$ cat src/rtl/conv_window_loader_if.sv
// -----------------------------------------------------------------------------
// conv_window_loader_if
// Bundles the request, image-memory read port and window-output handshake of
// the convolution window loader.
//
// Signals:
//   start, origin_x, origin_y, matrix_size : window request (sampled in IDLE)
//   mem_rd, mem_addr                       : image-memory read strobe/address
//   mem_rdata                              : read data, one cycle after mem_rd
//   pixel_window, window_size              : packed 25-slot window + its size
//   window_valid, window_ready             : output handshake
//   busy                                   : loader not idle
//
// Modports:
//   slave  : the loader itself
//   master : the environment (requester, memory, consumer)
// -----------------------------------------------------------------------------
interface conv_window_loader_if #(
    parameter int COORD_W = 8,
    parameter int ADDR_W  = 8
);
    logic                start;
    logic [COORD_W-1:0]  origin_x;
    logic [COORD_W-1:0]  origin_y;
    logic [1:0]          matrix_size;
    logic                mem_rd;
    logic [ADDR_W-1:0]   mem_addr;
    logic [7:0]          mem_rdata;
    logic [199:0]        pixel_window;
    logic [1:0]          window_size;
    logic                window_valid;
    logic                window_ready;
    logic                busy;

    modport slave (
        input  start, origin_x, origin_y, matrix_size, mem_rdata, window_ready,
        output mem_rd, mem_addr, pixel_window, window_size, window_valid, busy
    );

    modport master (
        output start, origin_x, origin_y, matrix_size, mem_rdata, window_ready,
        input  mem_rd, mem_addr, pixel_window, window_size, window_valid, busy
    );
endinterface

$ cat src/rtl/conv_window_loader.sv
// -----------------------------------------------------------------------------
// conv_window_loader
// Fetches an NxN (N = 2..5) pixel neighbourhood from image memory, one element
// per cycle in row-major order, and packs it into a 25-slot, 200-bit vector
// (slot = row*5 + col, slot k at bits [8k+7:8k]). Elements outside the image
// are not read and their slots stay zero. The finished window is presented
// with a valid/ready handshake together with the size code it was built for.
//
// Ports:
//   clk      : system clock, all state on the rising edge
//   reset_n  : asynchronous active-low reset
//   bus      : conv_window_loader_if.slave (request, memory port, output)
// -----------------------------------------------------------------------------
module conv_window_loader #(
    parameter int IMG_WIDTH  = 16,
    parameter int IMG_HEIGHT = 16,
    parameter int COORD_W    = 8,
    parameter int ADDR_W     = 8
) (
    input  logic                  clk,
    input  logic                  reset_n,
    conv_window_loader_if.slave   bus
);
    // Coordinates are extended by 3 bits so origin + offset (max 4) never wraps.
    localparam int XW = COORD_W + 3;

    typedef enum logic [1:0] {
        S_IDLE,
        S_FETCH,
        S_DRAIN,
        S_PRESENT
    } state_t;

    state_t             r_state;
    state_t             w_state_next;

    logic [COORD_W-1:0] r_ox;
    logic [COORD_W-1:0] r_oy;
    logic [1:0]         r_size;
    logic [2:0]         r_row;
    logic [2:0]         r_col;

    // One-deep tag for the read in flight: data returns on the next edge.
    logic               r_tag_valid;
    logic [4:0]         r_tag_slot;

    logic [2:0]         w_n;
    logic               w_last_col;
    logic               w_last_elem;
    logic [XW-1:0]      w_px;
    logic [XW-1:0]      w_py;
    logic               w_in_bounds;
    logic [4:0]         w_slot;
    logic               w_start_acc;
    logic               w_mem_rd;
    logic [ADDR_W-1:0]  w_mem_addr;
    logic [199:0]       w_window;

    // ---------------------------------------------------------------- decode
    assign w_n         = {1'b0, r_size} + 3'd2;
    assign w_last_col  = (r_col == (w_n - 3'd1));
    assign w_last_elem = w_last_col && (r_row == (w_n - 3'd1));
    assign w_px        = XW'(r_ox) + XW'(r_col);
    assign w_py        = XW'(r_oy) + XW'(r_row);
    assign w_in_bounds = (w_px < XW'(IMG_WIDTH)) && (w_py < XW'(IMG_HEIGHT));
    assign w_slot      = ({2'b00, r_row} * 5'd5) + {2'b00, r_col};
    assign w_start_acc = (r_state == S_IDLE) && bus.start;

    // ------------------------------------------------------------------- FSM
    always_ff @(posedge clk or negedge reset_n) begin
        if (!reset_n) begin
            r_state <= S_IDLE;
        end else begin
            r_state <= w_state_next;
        end
    end

    always_comb begin
        w_state_next = r_state;
        w_mem_rd     = 1'b0;
        w_mem_addr   = '0;
        case (r_state)
            S_IDLE: begin
                if (bus.start) begin
                    w_state_next = S_FETCH;
                end
            end
            S_FETCH: begin
                if (w_in_bounds) begin
                    w_mem_rd   = 1'b1;
                    // In-bounds addresses always fit ADDR_W, so truncation is safe.
                    w_mem_addr = ADDR_W'(w_py) * ADDR_W'(IMG_WIDTH) + ADDR_W'(w_px);
                end
                if (w_last_elem) begin
                    w_state_next = S_DRAIN;
                end
            end
            S_DRAIN: begin
                // Lets the last read's data land before the window is shown.
                w_state_next = S_PRESENT;
            end
            S_PRESENT: begin
                if (bus.window_ready) begin
                    w_state_next = S_IDLE;
                end
            end
            default: begin
                w_state_next = S_IDLE;
            end
        endcase
    end

    // ------------------------------------------------ request and counters
    always_ff @(posedge clk or negedge reset_n) begin
        if (!reset_n) begin
            r_ox        <= '0;
            r_oy        <= '0;
            r_size      <= '0;
            r_row       <= '0;
            r_col       <= '0;
            r_tag_valid <= 1'b0;
            r_tag_slot  <= '0;
        end else begin
            r_tag_valid <= w_mem_rd;
            r_tag_slot  <= w_slot;
            if (w_start_acc) begin
                r_ox   <= bus.origin_x;
                r_oy   <= bus.origin_y;
                r_size <= bus.matrix_size;
                r_row  <= '0;
                r_col  <= '0;
            end else if (r_state == S_FETCH) begin
                if (w_last_col) begin
                    r_col <= '0;
                    r_row <= r_row + 3'd1;
                end else begin
                    r_col <= r_col + 3'd1;
                end
            end
        end
    end

    // ------------------------------------------------------- window slots
    // Each slot is its own byte register: cleared on an accepted start and
    // loaded when the tagged read for that slot returns.
    genvar gi;
    generate
        for (gi = 0; gi < 25; gi++) begin : g_slot
            logic [7:0] r_pix;

            always_ff @(posedge clk or negedge reset_n) begin
                if (!reset_n) begin
                    r_pix <= '0;
                end else if (w_start_acc) begin
                    r_pix <= '0;
                end else if (r_tag_valid && (r_tag_slot == 5'(gi))) begin
                    r_pix <= bus.mem_rdata;
                end
            end

            assign w_window[8*gi +: 8] = r_pix;
        end
    endgenerate

    // --------------------------------------------------------------- outputs
    assign bus.mem_rd       = w_mem_rd;
    assign bus.mem_addr     = w_mem_addr;
    assign bus.pixel_window = w_window;
    assign bus.window_size  = r_size;
    assign bus.window_valid = (r_state == S_PRESENT);
    assign bus.busy         = (r_state != S_IDLE);

endmodule
$ cat src/flat_wrapper.sv
// flat-port wrapper written by rule: the top's interface ports become plain ports
module conv_window_loader_flat 
#(
    parameter int IMG_WIDTH  = 16,
    parameter int IMG_HEIGHT = 16,
    parameter int COORD_W    = 8,
    parameter int ADDR_W     = 8
)
  (clk, reset_n, bus_start, bus_origin_x, bus_origin_y, bus_matrix_size, bus_mem_rdata, bus_window_ready, bus_mem_rd, bus_mem_addr, bus_pixel_window, bus_window_size, bus_window_valid, bus_busy);
  conv_window_loader_if #(.COORD_W(COORD_W), .ADDR_W(ADDR_W)) bus_i ();
  input  logic clk;
  input  logic reset_n;
  input wire logic [$bits(bus_i.start)-1:0] bus_start;
  input wire logic [$bits(bus_i.origin_x)-1:0] bus_origin_x;
  input wire logic [$bits(bus_i.origin_y)-1:0] bus_origin_y;
  input wire logic [$bits(bus_i.matrix_size)-1:0] bus_matrix_size;
  input wire logic [$bits(bus_i.mem_rdata)-1:0] bus_mem_rdata;
  input wire logic [$bits(bus_i.window_ready)-1:0] bus_window_ready;
  output wire logic [$bits(bus_i.mem_rd)-1:0] bus_mem_rd;
  output wire logic [$bits(bus_i.mem_addr)-1:0] bus_mem_addr;
  output wire logic [$bits(bus_i.pixel_window)-1:0] bus_pixel_window;
  output wire logic [$bits(bus_i.window_size)-1:0] bus_window_size;
  output wire logic [$bits(bus_i.window_valid)-1:0] bus_window_valid;
  output wire logic [$bits(bus_i.busy)-1:0] bus_busy;
  assign bus_i.start = bus_start;
  assign bus_i.origin_x = bus_origin_x;
  assign bus_i.origin_y = bus_origin_y;
  assign bus_i.matrix_size = bus_matrix_size;
  assign bus_i.mem_rdata = bus_mem_rdata;
  assign bus_i.window_ready = bus_window_ready;
  assign bus_mem_rd = bus_i.mem_rd;
  assign bus_mem_addr = bus_i.mem_addr;
  assign bus_pixel_window = bus_i.pixel_window;
  assign bus_window_size = bus_i.window_size;
  assign bus_window_valid = bus_i.window_valid;
  assign bus_busy = bus_i.busy;
  conv_window_loader #(.IMG_WIDTH(IMG_WIDTH), .IMG_HEIGHT(IMG_HEIGHT), .COORD_W(COORD_W), .ADDR_W(ADDR_W)) u_core (.clk(clk), .reset_n(reset_n), .bus(bus_i));
endmodule
$ cat config.mk
export PLATFORM = sky130hd
export DESIGN_NAME = conv_window_loader_flat
export DESIGN_NICKNAME = d
export VERILOG_FILES = /design/src/rtl/conv_window_loader_if.sv /design/src/rtl/conv_window_loader.sv /design/src/flat_wrapper.sv
export SDC_FILE = /design/constraint.sdc
export NUM_CORES = 1
export LEC_CHECK = 0
export ABC_AREA = 0
export CORE_ASPECT_RATIO = 1.1
export CORE_MARGIN = 2
export CORE_UTILIZATION = 50
export CTS_BUF_LIST = sky130_fd_sc_hd__clkbuf_4 sky130_fd_sc_hd__clkbuf_8 sky130_fd_sc_hd__clkbuf_16
export DETAILED_ROUTE_END_ITERATION = 12
export GPL_TIMING_DRIVEN = 0
export PLACE_DENSITY = 0.8
export REMOVE_ABC_BUFFERS = 1
export SYNTH_ARGS = -nofsm -noshare
export SYNTH_HDL_FRONTEND = slang
export SYNTH_SLANG_ARGS = --single-unit
$ cat constraint.sdc
create_clock -name clk -period 3.4 [get_ports clk]
set_clock_uncertainty 0.05 [all_clocks]
set_input_delay 0.34 -clock clk [delete_from_list [all_inputs] [get_ports clk]]
set_output_delay 0.34 -clock clk [all_outputs]
set_load 0.02 [all_outputs]
Yosys cells after proc, flatten, opt, wreduce, memory -nomap -nowiden
Cells that the tools add are included.

Equality and inequality tests: 32. Reduce and logical (&&, ||, !) cells: 60. Magnitude comparators: 2. $mul: 1. Add/subtract/negate cells: 8. Multiplexer cells: 64.

Operators by type and width (count): $mux W8 (52); $reduce_bool A2 Y1 (28); $eq A5 B5 Y1 const B (9); $eq A5 B4 Y1 const B (8); $logic_and A1 B1 Y1 (28); $lt A11 B5 Y1 const B (2); $eq A5 B3 Y1 const B (4); $add A8 B3 Y9 (2); $mux W3 (6); $eq A5 B2 Y1 const B (2); $add A8 B8 Y8 (1); $pmux W2 S4 (1); $add A3 B1 Y3 const B (2); $eq A3 B3 Y1 (2); $mux W2 (3); $add A5 B3 Y5 (1); $eq A5 B1 Y1 const B (1); $logic_not A5 Y1 (1); $mul A3 B3 Y5 const B (1); $eq A2 B2 Y1 const B (2); $ne A2 B2 Y1 const B (2); $add A2 B2 Y3 const B (1); $reduce_and A3 Y1 (1); $sub A3 B1 Y3 const B (1); other kinds (5) (6).

Flip-flop bits (word level): 232. Input port bits: 30. Logic and storage cells: 200.

Logic depth before layout (Yosys ltp)
Word-level depth: 6. Mapped depth: 12. Gate-level depth less buffers: 12.

Worst setup path after synthesis
Ideal clock, no wire load.

Kind: flip-flop to output port. Start: register u_core.r_col[0]. End: output bus_mem_addr[7]. Setup slack: 0.160 ns. Data required time: 3.010 ns. Arrival time: 2.850 ns. Cell stages (with the launch flop): 13. Path through: dfrtp_1 -> ha_1 -> inv_1 -> fa_1 -> nor2b_1 -> o2111ai_1 -> xnor2_1 -> ha_1 -> nor2b_1 -> a21oi_1 -> o211ai_1 -> xnor2_1 -> nor3_1.

Longest elaborated chain between the ends: 5.

Ends and longest elaborated chain: start, declared (RTL line conv_window_loader.sv:41) `logic [2:0] r_col;`; start signal, assigned (RTL line conv_window_loader.sv:137) `r_col <= r_col + 3'd1;`; $add A8 B3 Y9 (*) (RTL line conv_window_loader.sv:63) `assign w_px = XW'(r_ox) + XW'(r_col);`; $lt A11 B5 Y1 (RTL line conv_window_loader.sv:65) `assign w_in_bounds = (w_px < XW'(IMG_WIDTH)) && (w_py < XW'(IMG_HEIGHT));`; $logic_and A1 B1 Y1 (RTL line conv_window_loader.sv:65); $mux W8 (*) (RTL line conv_window_loader.sv:89) `if (w_in_bounds) begin`; $mux W8 (*) (RTL line conv_window_loader.sv:82) `case (r_state)`; end, declared (RTL line flat_wrapper.sv:20) `output wire logic [$bits(bus_i.mem_addr)-1:0] bus_mem_addr;`.

Mark *: on every way between the ends. The rest lies on a longest branch, timed or not.

Worst setup path in the final report
Start: register u_core.r_ox[0]. End: output bus_mem_addr[7].

Longest elaborated chain between the ends: 5.

Ends and longest elaborated chain: start, declared (RTL line conv_window_loader.sv:37) `logic [COORD_W-1:0] r_ox;`; start signal, assigned (RTL line conv_window_loader.sv:127) `r_ox <= bus.origin_x;`; $add A8 B3 Y9 (*) (RTL line conv_window_loader.sv:63); $lt A11 B5 Y1 (RTL line conv_window_loader.sv:65); $logic_and A1 B1 Y1 (RTL line conv_window_loader.sv:65); $mux W8 (*) (RTL line conv_window_loader.sv:89); $mux W8 (*) (RTL line conv_window_loader.sv:82).

Marked as above.

==> results_dict.tcl <==
set metrics [dict create \
    globalplace.congestion 0.7922 \
    p_per_area_mw_per_mm2 587.8 \
    hpwl_mm 17.44 \
    cts_buffer_depth 3 \
    cts_tree "done" \
    drcViolationCount 0 \
    placeableCoreArea_sq_mm 0.02044 \
    routed_via_density 5.510 \
    setup-violations-final 9 \
    yosysMostFrequentCell "dfrtp_1" \
    start_util 0.5076 \
    row_count 55 \
    netlist_top_cells_area "dfrtp_1 56%, mux2i_1 12%, nor2_1 4.7%" \
    synth.largest_area_cell "dfrtp_1" \
    dominantRegCellSynth "dfrtp_1" \
    htreeDepth 1 \
    drv_cap 0 \
    vias 8078 \
    synthTopCellsByCount "232 x dfrtp_1, 131 x nor2_1, 123 x mux2i_1" \
    grt_pass1_vias 7882 \
    hold_path_class "input port to flip-flop" \
    hold_ws_ns 0.3444 \
    period_share 1.065 \
    postLayoutCoreUtil 0.6873 \
    io_buffers 242 \
    ys_ff_latch 232 \
    dieArea_sq_mm 0.02192 \
    hold_viol 0 \
    antenna_found_initial 0 \
    die_y_microns 155.1 \
    synth_seq_area_share 0.5596 \
    finalCriticalPeriod_ns 3.619 \
    numCtsBuffers 24 \
    slew_headroom 0.01425 \
    leakagePower_nw 6.272 \
    clk_pin_slew_worst_paths_ns 0.06 \
    cts-root-buf "clkbuf_16" \
    violations "setup timing" \
    fin_area_sq_mm 0.01405 \
    critPathKind "flip-flop to primary output" \
    ys_types 43 \
    io_pins 243 \
    cts.sinks 232 \
    netlist_area_sq_mm 0.01037 \
    setup_slack_ns -0.2195 \
    cp.arrival_ns 3.23 \
    startpoint_type "flip-flop" \
    clk_latency_ns 0.50 \
    track_usage 0.2453 \
    firstDrtPassIters 5 \
    place_area_sq_mm 0.01300 \
    gr-total-overflow 0 \
    die_w_microns 141.3 \
    syn_to_final_growth_pct 35.40 \
    required_ns 3.01 \
    peakVddDrop_mv 0.5534 \
    drv_slew 0 \
    grt_max_degree 120 \
    routed_wl_mm 27.58 \
    drive_above_1_share 0.1140 \
    worst_pin_slew_ns 1.474 \
    yosysTopAreaCellShare 0.5596 \
    synth_edf_count 0 \
    clock.fmax_ghz 0.2763 \
    crit_path_end_kind "primary output" \
    syn_inst 979 \
    fin_nets 1250 \
    async_flop_share 1.000 \
    grt_pass1_wl_mm 42.97 \
    rsz0062_at_grt "true" \
    drtIter0Drc 478 \
    antenna_cells 0 \
    ant_nets 0 \
    power.total_w 0.008256 \
    wl_per_cell_microns 18.81 \
    syn_avg_cell_area_sq_um 10.60 \
    yosys_warnings 0 \
    status "finished, violations left" \
    cp_max_fo 3 \
]
[final timing paths]
| kind | start | slack, ns | to | cells past startpoint |
|---|---|---|---|---|
| worst max-delay path | u_core.r_ox[0] | -0.22 | bus_mem_addr[7] | 13 |
| worst min-delay path | bus_origin_x[5] | 0.34 | u_core.r_ox[5] | 3 |
| worst max register to register | u_core.r_tag_slot[3] | 0.85 | u_core.g_slot[18].r_pix[1] | 4 |
| worst min register to register | u_core.r_ox[7] | 0.46 | u_core.r_ox[7] | 1 |
| max in group asynchronous | reset_n | 1.78 | u_core.g_slot[10].r_pix[2] | 3 |
| min in group asynchronous | reset_n | 0.45 | u_core.g_slot[11].r_pix[5] | 2 |
[worst max-delay path, stage by stage (launching register included)]
cell	delay, ns
dfrtp_1	0.42
ha_4	0.18
inv_2	0.04
fa_2	0.38
nor2b_4	0.15
o2111ai_2	0.15
xnor2_1	0.16
ha_1	0.32
nor2b_4	0.15
a21oi_2	0.15
o211ai_1	0.13
xnor2_1	0.16
nor3_2	0.15
buf_4	0.17
[stage by stage]
step	worst slack, ns	instances	setup TNS (ns)
2_1_floorplan	-1.876	904	-344.73
3_3_place_gp	-7.839	1402	-2684.96
3_5_place_dp	-0.5453	1410	-2.748
4_1_cts	-0.1963	1461	-0.5708
5_1_grt	-0.3270	1466	-1.784
6_report	-0.2195	1466	-1.016
[where the power goes]
part	total (W)	switching (W)	internal (W)
logic	0.00226	0.00129	0.000965
clock network	0.00277	0.00108	0.00169
registers	0.00323	0.000246	0.00299
[kinds of logic (layout without fill, tap and decap cells)]
family	Yosys count	after routing	synth area share
adder cells (fa/ha/maj)	28	28	0.03594
multiplexers	140	140	0.1375
buffers and inverters	88	319	0.03401
AND/OR/NAND/NOR	365	365	0.1617
flip-flops	232	232	0.5596
XOR/XNOR	20	20	0.01688
AO/OA/AOI/OAI	106	106	0.05439
[layer usage]
| metal | GRT usage | vias up | wire length [microns] |
|---|---|---|---|
| met5 | 0 | - | 0 |
| met3 | 0.04894 | 45 | 2276 |
| met4 | 0.07238 | 0 | 722 |
| met2 | 0.4161 | 312 | 13620 |
| li1 | - | 3724 | - |
| met1 | 0.3215 | 3997 | 10960 |
[registers in the layout, indices dropped and copies added (netlist names)]
signal                  cells
u_core.g_slot.r_pix       200
u_core.r_ox                 8
u_core.r_oy                 8
u_core.r_tag_slot           5
u_core.r_col                3
u_core.r_row                3
u_core.bus.window_size      2
u_core.r_state              2
u_core.r_tag_valid          1
[layout by cell type, fill, tap and decap left out, drive strengths merged]
master         netlist  layout
dfrtp              232     232
clkdlybuf4s50        0     231
nor2               136     136
mux2i              123     123
nand2              101     101
nand3               86      86
a21oi               86      86
clkbuf              67      33
buf                  8      29
ha                  25      25
mux2                17      17
inv                 13      13
xor2                10      10
xnor2               10      10
nor3                10      10
nand2b               8       8
clkinv               0       8
nor2b                8       8
o21ai                7       7
nor4                 6       6
a21o                 3       3
bufinv               0       3
nor3b                3       3
fa                   3       3
o211ai               2       2
o22ai                2       2
nand4                2       2
a211oi               2       2
or2                  2       2
o2111ai              2       2
or4                  1       1
a22o                 1       1
o21bai               1       1
and2                 1       1
or3                  1       1
dlygate4sd3          0       1
clkdlybuf4s15        0       1
[what timing repair did]
| action | 4_1_cts | 5_1_grt |
|---|---|---|
| endpoints found under the hold margin | 113 | 0 |
| pin swaps | 4 | 10 |
| setup endpoints to repair | 9 | 9 |
| setup buffers | 6 | 5 |
| hold buffers | 1 | 0 |
| cloned | 0 | 0 |
| resized for setup | 63 | 23 |
[final cells by class]
class                           instances  area (sq um)
Tap cell                              256         320.3
Clock inverter                         11         133.9
Clock buffer                           33         710.7
Inverter                               13         48.80
Sequential cell                       232          5812
Timing Repair Buffer                  262          2661
Fill cell                            1568          6391
Multi-Input combinational cell        659          4360
(Power assumes the default switching activity.)
